<file path="src/rtl/lpc_pkg.sv">
`default_nettype none
// +----------------------------------------------------------------------------+
// | lpc_pkg : record layout, frame byte helpers and serializer state encoding  |
// | Revision: 1.0                                                              |
// +----------------------------------------------------------------------------+
package lpc_pkg;

  localparam int unsigned CTD_W  = 4;
  localparam int unsigned ADDR_W = 16;
  localparam int unsigned DATA_W = 8;
  localparam int unsigned REC_W  = 1 + CTD_W + ADDR_W + DATA_W;

  localparam logic [7:0] HDR_BYTE_DEFAULT = 8'hA5;

  typedef struct packed {
    logic              sync_timeout;
    logic [CTD_W-1:0]  cyctype_dir;
    logic [ADDR_W-1:0] addr;
    logic [DATA_W-1:0] data;
  } lpc_rec_t;

  typedef enum logic [2:0] {
    ST_IDLE = 3'd0,
    ST_B0   = 3'd1,
    ST_B1   = 3'd2,
    ST_B2   = 3'd3,
    ST_B3   = 3'd4,
    ST_B4   = 3'd5
  } ser_state_e;

  function automatic lpc_rec_t pack_record(
    input logic              timeout,
    input logic [CTD_W-1:0]  ctd,
    input logic [ADDR_W-1:0] addr,
    input logic [DATA_W-1:0] data
  );
    lpc_rec_t rec;
    rec.sync_timeout = timeout;
    rec.cyctype_dir  = ctd;
    rec.addr         = addr;
    rec.data         = data;
    return rec;
  endfunction

  // Byte idx of the 5-byte frame built from a record; idx 0 is the header.
  function automatic logic [7:0] frame_byte(
    input lpc_rec_t   rec,
    input logic [2:0] idx,
    input logic [7:0] hdr
  );
    logic [7:0] b;
    case (idx)
      3'd0:    b = hdr;
      3'd1:    b = {3'b000, rec.sync_timeout, rec.cyctype_dir};
      3'd2:    b = rec.addr[15:8];
      3'd3:    b = rec.addr[7:0];
      3'd4:    b = rec.data;
      default: b = 8'h00;
    endcase
    return b;
  endfunction

endpackage
`default_nettype wire

</file>
<file path="src/rtl/lpc_record_fifo.sv">
`default_nettype none
// +----------------------------------------------------------------------------+
// | lpc_record_fifo : single-clock show-ahead FIFO with push/pop/full/empty    |
// | Revision: 1.0                                                              |
// +----------------------------------------------------------------------------+
module lpc_record_fifo #(
  parameter int unsigned WIDTH = 29,
  parameter int unsigned DEPTH = 8,
  localparam int unsigned AW   = $clog2(DEPTH),
  localparam int unsigned CW   = AW + 1
) (
  input  logic             clk,
  input  logic             rst_n,
  input  logic             push,
  input  logic             pop,
  input  logic [WIDTH-1:0] wdata,
  output logic [WIDTH-1:0] rdata,
  output logic             full,
  output logic             empty,
  output logic [CW-1:0]    count
);

  logic [WIDTH-1:0] mem_q [DEPTH];
  logic [AW-1:0]    wr_ptr_q, wr_ptr_d;
  logic [AW-1:0]    rd_ptr_q, rd_ptr_d;
  logic [CW-1:0]    count_q, count_d;
  logic             empty_q, empty_d;
  logic             push_ok, pop_ok;

  always_comb begin
    full     = (count_q == CW'(DEPTH));
    // A full FIFO refuses the push even when a pop frees a slot this cycle.
    push_ok  = push & ~full;
    pop_ok   = pop & ~empty_q;
    wr_ptr_d = wr_ptr_q + AW'(push_ok);
    rd_ptr_d = rd_ptr_q + AW'(pop_ok);
    count_d  = count_q + CW'(push_ok) - CW'(pop_ok);
    empty_d  = (count_d == '0);
  end

  always_ff @(posedge clk or negedge rst_n) begin
    if (!rst_n) begin
      wr_ptr_q <= '0;
      rd_ptr_q <= '0;
      count_q  <= '0;
      empty_q  <= 1'b1;
    end else begin
      wr_ptr_q <= wr_ptr_d;
      rd_ptr_q <= rd_ptr_d;
      count_q  <= count_d;
      empty_q  <= empty_d;
    end
  end

  always_ff @(posedge clk) begin
    if (push_ok) begin
      mem_q[wr_ptr_q] <= wdata;
    end
  end

  assign rdata = mem_q[rd_ptr_q];
  assign empty = empty_q;
  assign count = count_q;

endmodule
`default_nettype wire

</file>
<file path="src/rtl/lpc_record_packer.sv">
`default_nettype none
// +----------------------------------------------------------------------------+
// | lpc_record_packer : buffers LPC I/O read records, emits 5-byte frames      |
// | Revision: 1.0                                                              |
// +----------------------------------------------------------------------------+
module lpc_record_packer
  import lpc_pkg::*;
#(
  parameter int unsigned FIFO_DEPTH = 8,
  parameter logic [7:0]  HDR_BYTE   = HDR_BYTE_DEFAULT
) (
  input  logic        lpc_clock,
  input  logic        lpc_reset,
  input  logic [3:0]  in_cyctype_dir,
  input  logic [31:0] in_addr,
  input  logic [7:0]  in_data,
  input  logic        in_sync_timeout,
  input  logic        in_clock_enable,
  output logic [7:0]  out_byte,
  output logic        out_valid,
  input  logic        out_ready,
  output logic [7:0]  out_overflow_cnt,
  output logic        out_fifo_empty
);

  localparam int unsigned CW = $clog2(FIFO_DEPTH) + 1;

  logic           ce_q, ce_d;
  ser_state_e     state_q, state_d;
  lpc_rec_t       hold_q, hold_d;
  logic [7:0]     byte_q, byte_d;
  logic           valid_q, valid_d;
  logic [7:0]     ovf_q, ovf_d;

  logic           push_req;
  logic           fifo_pop;
  lpc_rec_t       rec_in;
  logic [REC_W-1:0] fifo_rdata;
  logic           fifo_full;
  logic           fifo_empty;
  logic [CW-1:0]  fifo_count_unused;
  logic           addr_hi_unused;

  assign addr_hi_unused = ^in_addr[31:16];

  lpc_record_fifo #(
    .WIDTH (REC_W),
    .DEPTH (FIFO_DEPTH)
  ) u_fifo (
    .clk   (lpc_clock),
    .rst_n (lpc_reset),
    .push  (push_req),
    .pop   (fifo_pop),
    .wdata (rec_in),
    .rdata (fifo_rdata),
    .full  (fifo_full),
    .empty (fifo_empty),
    .count (fifo_count_unused)
  );

  always_comb begin
    ce_d     = in_clock_enable;
    push_req = in_clock_enable & ~ce_q;
    rec_in   = pack_record(in_sync_timeout, in_cyctype_dir, in_addr[15:0], in_data);

    ovf_d = ovf_q;
    if (push_req && fifo_full && (ovf_q != 8'hFF)) begin
      ovf_d = ovf_q + 8'd1;
    end

    state_d  = state_q;
    hold_d   = hold_q;
    byte_d   = byte_q;
    valid_d  = valid_q;
    fifo_pop = 1'b0;

    case (state_q)
      ST_IDLE: begin
        if (!fifo_empty) begin
          fifo_pop = 1'b1;
          hold_d   = lpc_rec_t'(fifo_rdata);
          byte_d   = HDR_BYTE;
          valid_d  = 1'b1;
          state_d  = ST_B0;
        end
      end
      ST_B0: if (out_ready) begin
        byte_d  = frame_byte(hold_q, 3'd1, HDR_BYTE);
        state_d = ST_B1;
      end
      ST_B1: if (out_ready) begin
        byte_d  = frame_byte(hold_q, 3'd2, HDR_BYTE);
        state_d = ST_B2;
      end
      ST_B2: if (out_ready) begin
        byte_d  = frame_byte(hold_q, 3'd3, HDR_BYTE);
        state_d = ST_B3;
      end
      ST_B3: if (out_ready) begin
        byte_d  = frame_byte(hold_q, 3'd4, HDR_BYTE);
        state_d = ST_B4;
      end
      ST_B4: if (out_ready) begin
        // Chain straight into the next frame so valid never drops between frames.
        if (!fifo_empty) begin
          fifo_pop = 1'b1;
          hold_d   = lpc_rec_t'(fifo_rdata);
          byte_d   = HDR_BYTE;
          state_d  = ST_B0;
        end else begin
          valid_d = 1'b0;
          state_d = ST_IDLE;
        end
      end
      default: begin
        valid_d = 1'b0;
        state_d = ST_IDLE;
      end
    endcase
  end

  always_ff @(posedge lpc_clock or negedge lpc_reset) begin
    if (!lpc_reset) begin
      ce_q    <= 1'b0;
      state_q <= ST_IDLE;
      hold_q  <= '0;
      byte_q  <= 8'h00;
      valid_q <= 1'b0;
      ovf_q   <= 8'h00;
    end else begin
      ce_q    <= ce_d;
      state_q <= state_d;
      hold_q  <= hold_d;
      byte_q  <= byte_d;
      valid_q <= valid_d;
      ovf_q   <= ovf_d;
    end
  end

  assign out_byte         = byte_q;
  assign out_valid        = valid_q;
  assign out_overflow_cnt = ovf_q;
  assign out_fifo_empty   = fifo_empty;

endmodule
`default_nettype wire
</file>
<file path="config.mk">
export PLATFORM = sky130hd
export DESIGN_NAME = lpc_record_packer
export DESIGN_NICKNAME = d
export VERILOG_FILES = /design/src/rtl/lpc_pkg.sv /design/src/rtl/lpc_record_fifo.sv /design/src/rtl/lpc_record_packer.sv
export SDC_FILE = /design/constraint.sdc
export NUM_CORES = 1
export LEC_CHECK = 0
export CORE_ASPECT_RATIO = 1.4
export CORE_MARGIN = 2
export CORE_UTILIZATION = 53
export DETAILED_ROUTE_END_ITERATION = 8
export PLACE_DENSITY = 0.73
export SLEW_MARGIN = 20
export SYNTH_ARGS = -nofsm -noshare
export SYNTH_HDL_FRONTEND = slang
export SYNTH_SLANG_ARGS = --single-unit
</file>
<file path="constraint.sdc">
create_clock -name lpc_clock -period 3.5 [get_ports lpc_clock]
set_clock_uncertainty 0.15 [all_clocks]
set_input_delay 0.525 -clock lpc_clock [delete_from_list [all_inputs] [get_ports lpc_clock]]
set_output_delay 0.525 -clock lpc_clock [all_outputs]
set_load 0.01 [all_outputs]
</file>
# == After elaboration in Yosys (flattened, before gate mapping) ==
# Memories as Yosys holds them, arrays and structs flattened.
# Cells that the tools add are included.
# op_classes
add_sub_neg,5
bitwise_logic,7
reduce_logical,11
mux,27
n_eq_ne,14
# op_table
op,n
$mux W29,2
$pmux W29 S2,1
$mux W8,6
$pmux W8 S6,1
$mux W3,6
$pmux W3 S6,1
$ne A2 B2 Y1 const B,6
$reduce_and A6 Y1,2
$add A8 B1 Y8 const B,1
$mux W1,8
$ne A8 B8 Y1 const B,1
$add A3 B1 Y3,2
$eq A3 B2 Y1 const B,2
$eq A3 B3 Y1 const B,2
$reduce_bool A6 Y1,1
$add A4 B1 Y4,1
$eq A4 B4 Y1 const B,1
$logic_not A4 Y1,1
$not A1 Y1,4
$reduce_and A4 Y1,1
$reduce_or A4 Y1,1
$sub A4 B1 Y4,1
$and A1 B1 Y1,3
$eq A3 B1 Y1 const B,1
7 further kinds,8
# word_totals
n_memories,1
wordCells,78
out_inout_bits,18
in_bits,49
ff_bits,61
ramBits,232
# memory_table
memory,depth,width,read_ports,rd_clocked_by_memory_dff,wr,line_no,rtl
u_fifo.mem_q,8,29,1,0,1,lpc_record_fifo.sv:23,logic [WIDTH-1:0] mem_q [DEPTH];

# == Longest topological paths before layout ==
# logic_depth
depth_word,6
depth_mapped,12
depth_no_buf,10

# == Hierarchy ==
# Synthesis repeated with hierarchy kept, for this count alone.
# unflattened
cells_unflattened,579
area_unflattened_um2,11805.1
# modules_own_cells
module,area_each_um2,seq_area_each_um2,cells_per_inst,instances
lpc_record_fifo,9462.8,7243.2,390,1
lpc_record_packer,2342.2,1251.2,189,1

# == Least setup slack after synthesis ==
# No wires, ideal clock.
# synth_timing
path_type,reg-to-reg
from,"register u_fifo.count_q[2], in the netlist u_fifo.count[2]"
to,memory u_fifo.mem_q[0][0] (enable)
slack_ns,-0.212
t_arrival_ns,3.111
n_path_buf,0
required_time_ns,2.899
period_less_slack_ns,3.712
setup_ns,0.451
stages_incl_launch_ff,6
cell_sequence,dfrtp_1 -> inv_1 -> ha_1 -> nor3b_1 -> or3_1 -> nor3_1
# synth_between
elab_chain_len,5
# synth_lines
element,line_no,rtl
from (decl),lpc_record_fifo.sv:26,"logic [CW-1:0] count_q, count_d;"
from (signal assigned),lpc_record_fifo.sv:50,count_q <= count_d;
$eq A4 B4 Y1,lpc_record_fifo.sv:31,full = (count_q == CW'(DEPTH));
$not A1 Y1,lpc_record_fifo.sv:33,push_ok = push & ~full;
$and A1 B1 Y1,lpc_record_fifo.sv:33,
$mux W1,lpc_record_fifo.sv:56,if (push_ok) begin
$mux W1 (implied by the code),lpc_record_fifo.sv:57,mem_q[wr_ptr_q] <= wdata;
to (decl),lpc_record_fifo.sv:23,
# No other way between the ends.

# == Worst setup path after layout ==
# layout_timing
from,register state_q[0]
to,"register u_fifo.empty_q, in the netlist u_fifo.empty"
# layout_between
elab_chain_len,5
elab_cells_between_ends,6
cone_classes,1 x add/sub; 1 x eq/ne; 1 x mux; 1 x bitwise; 2 x reduce/logical
# layout_lines
element,line_no,rtl
from (decl),lpc_record_packer.sv:29,"ser_state_e state_q, state_d;"
from (signal assigned),lpc_record_packer.sv:132,state_q <= state_d;
$eq A3 B3 Y1 / $logic_not A3 Y1 (equally long branches),lpc_record_packer.sv:77,case (state_q)
$pmux W1 S2 (*),lpc_record_packer.sv:77,
$and A1 B1 Y1 (*),lpc_record_fifo.sv:34,pop_ok = pop & ~empty_q;
$sub A4 B1 Y4 (*),lpc_record_fifo.sv:37,count_d = count_q + CW'(push_ok) - CW'(pop_ok);
via u_fifo.count_d[1],lpc_record_fifo.sv:26,
$logic_not A4 Y1 (*),lpc_record_fifo.sv:38,empty_d = (count_d == '0);
via u_fifo.empty_d,lpc_record_fifo.sv:27,"logic empty_q, empty_d;"
to (signal assigned),lpc_record_fifo.sv:51,empty_q <= empty_d;
to (decl),lpc_record_fifo.sv:27,
# Mark *: on every way through the listed nets, which the timed path passes. The rest lies on a longest branch.
# A chain may end at the register's enable or synchronous reset.

==> out/qor.csv <==
metric,value,unit
outcome,"complete, no violations",
worst-case clock buffer depth,3,
vias in the first global route,5953,
Hold Path Class,reg2reg,
largest net degree at the start of global routing,60,
RSZ-0062 raised after global routing,no,
PnR worst setup slack,0.563,ns
share of cells above drive strength 1,21.8,%
RePlAce Congestion,0.835,
CTS H-tree lvls,1,
Die ar.,22900,um^2
Synth area leaders,"edfxtp_1 60%, dfrtp_1 13%, mux4_2 11%",
Max-Slew Margin vs Limit,26.5,%
Root Buffer Master,clkbuf_16,
Worst-Skew Late Latency,0.53,ns
CP top delay family,adder cells,
Layout fillers,1450,
Critical Path AT,3.20,ns
Max Freq,0.341,GHz
Synth Net Count,661,
antenna violations before repair,0,
pre-CTS setup slack,0.398,ns
Synth Instances,602,
top cell type's share of synthesized area,60.5,%
boundary pin count,67,
CTS tree,yes,
most frequent CP cell,inv_1,
syn avg cell area,19.1,um^2
Crit Path Class,reg2reg,
Final Hold Violating Endpoints,0,
critical path's slowest cell,dfrtp_1,
antenna-violating nets left,0,
max incr delay on CP,0.77,ns
Inserted Clock Buffers,27,
setup TNS,0,ns
DRC,0,
grt met2 use,34.3,%
Die Wd,129,um
Post-DP HPWL,13.1,mm
Core Rows,63,
TritonCTS Sinks,293,
total global-route track usage,19.4,%
CP Data Required Time,3.76,ns
busiest grt layer,met2,
Post-synth top cells,"232 x edfxtp_1, 60 x dfrtp_1, 58 x mux4_2, 37 x nand2_1, 35 x mux2i_1",
# Max-Cap Violations,0,
Routed WL,21.3,mm
Buf/Inv on CP,4,
Peak VDD IR,398,uV
Synth cell types,48,
n_diodes,0,
area grow syn2layout,15.5,%
Startpoint Class,flip-flop,
vias per inst,5.88,
Starting DRT DRC Count,392,
CORE AREA,21300,um^2
Synth Cell Area,11500,um^2
PortBufs,50,
via count,5601,
worst-margin pin slew,1.10,ns
Nets,732,
Post-CTS Setup Repair Bufs,0,
crit-path cells,"nor2_1, o21ai_4, inv_1, ha_1, inv_1, ha_1, inv_1, fa_1, inv_1, nor4_1",
Synth area leader,edfxtp_1,
first-pass GRT wire length,33.6,mm
"Core Util, Final",62.5,%
Hold WS,0.334,ns
global route overflow,0,
register area share after synthesis,73.8,%
clock-pin transition on the worst setup and hold timing paths,0.07,ns
Tot Pwr,10.6,mW
Wirelength per Cell,22.4,um
DRT Pass-1 Iters,4,
Seq cells post-synth,293,
"count leader, synth",edfxtp_1,
Crit Path Max Fanout,21,
pwr/cell area,794,nW/um^2
Final Cycle Share,83.9,%
ys flop type,edfxtp_1,
asr flop ratio synth,20.8,%
element type at the critical path end,flip-flop,
"EDFF count, synth",232,
max-slew violations,0,
Die Ht,178,um
Initial Util,54.1,%
Global Route met3 Usage,2.37,%
Synth warnings,0,
fin crit period,2.94,ns
Setup-failing EPs final,0,
leakage,4.70,nW
grt met1 use,25.5,%
-- stage by stage --
| step | instance area [um^2] | cells |
|---|---|---|
| 6_report | 13300 | 953 |
| 5_1_grt | 13300 | 953 |
| 4_1_cts | 13300 | 953 |
| 3_5_place_dp | 12400 | 903 |
| 3_3_place_gp | 12400 | 903 |
| 2_1_floorplan | 11500 | 602 |
-- sequential cells by signal (all words and copies together) (netlist names) --
register / count
u_fifo.rd_ptr_q: 3
out_overflow_cnt: 8
u_fifo.empty: 1
out_valid: 1
ce_q: 1
u_fifo.mem_q: 232
out_byte: 8
state_q: 3
u_fifo.count: 4
u_fifo.wr_ptr_q: 3
hold_q: 29
-- path summary, 6_finish.rpt --
| path | from | to | slack, ns | cells after the start |
|---|---|---|---|---|
| worst max-delay path | state_q[0]$_DFFE_PN0P_ | u_fifo.empty$_DFF_PN1_ | 0.56 | 10 |
| worst min-delay path | hold_q[6]$_DFFE_PN0P_ | hold_q[6]$_DFFE_PN0P_ | 0.33 | 2 |
| worst max register to register | state_q[0]$_DFFE_PN0P_ | u_fifo.empty$_DFF_PN1_ | 0.56 | 10 |
| worst min register to register | hold_q[6]$_DFFE_PN0P_ | hold_q[6]$_DFFE_PN0P_ | 0.33 | 2 |
| max in group asynchronous | lpc_reset | u_fifo.empty$_DFF_PN1_ | 1.81 | 3 |
| min in group asynchronous | lpc_reset | out_byte[4]$_DFFE_PN0P_ | 0.48 | 2 |
-- cell usage in the layout, fill, tap and decap left out, drive strengths merged, types with 3 or more instances in the layout --
cell	netlist	final
o21ai	36	36
nor3	3	3
mux2i	35	35
inv	12	13
nor2b	7	7
dfrtp	60	60
nor2	14	14
and3	4	4
xnor2	7	7
clkinvlp	0	3
a2bb2oi	3	3
nand2b	5	5
nand2	37	37
clkbuf	5	35
edfxtp	232	232
clkinv	0	9
o22ai	6	6
ha	9	9
xor2	5	5
mux2	7	7
nand3	4	4
a22oi	4	4
clkdlybuf4s50	0	49
buf	24	21
mux4	58	58
-- cells by family after synthesis --
| family | Yosys count | synth area share [%] |
|---|---|---|
| mux | 100 | 15.3 |
| flops | 293 | 73.8 |
| fa+ha+maj | 10 | 1.15 |
| simple gates | 85 | 3.72 |
| compound gates | 61 | 3.26 |
| xor+xnor | 12 | 0.913 |
| buf+inv | 41 | 1.94 |
-- final cells by class --
type,instances,area (um^2),area share [%]
clock buffers,35,776,5.83
clock inverters,14,104,0.781
inverters,12,45.0,0.339
well taps,260,325,2.45
multi-input cells,268,2850,21.4
flip-flops and latches,293,8500,63.9
repair buffers,71,706,5.30
-- where the power goes --
part           internal (mW)  total [mW]  leakage, nW  switching, mW
combinational           1.51        2.82         1.42           1.31
sequential              4.30        4.90         2.84          0.601
clock                   1.63        2.84        0.434           1.20
total                   7.45        10.6         4.70           3.12
-- repair_timing --
item / 4_1_cts / 5_1_grt
hold buffers: 1 / 0
hold endpoints to repair: 36 / 0
gates resized for setup: 0 / 0
-- tightest hold or removal path: stages (launching register included) --
cell	delay, ns
dfrtp_1	0.34
nand2_1	0.05
o21ai_0	0.06
-- layer usage --
metal | part of all wire [%] | wire (um) | up-vias
li1 | - | - | 2519
met1 | 40 | 8620 | 2899
met2 | 53 | 11200 | 149
met3 | 5.1 | 1090 | 34
met4 | 1.9 | 402 | 0
met5 | 0 | 0 | -
(Power assumes the default switching activity.)
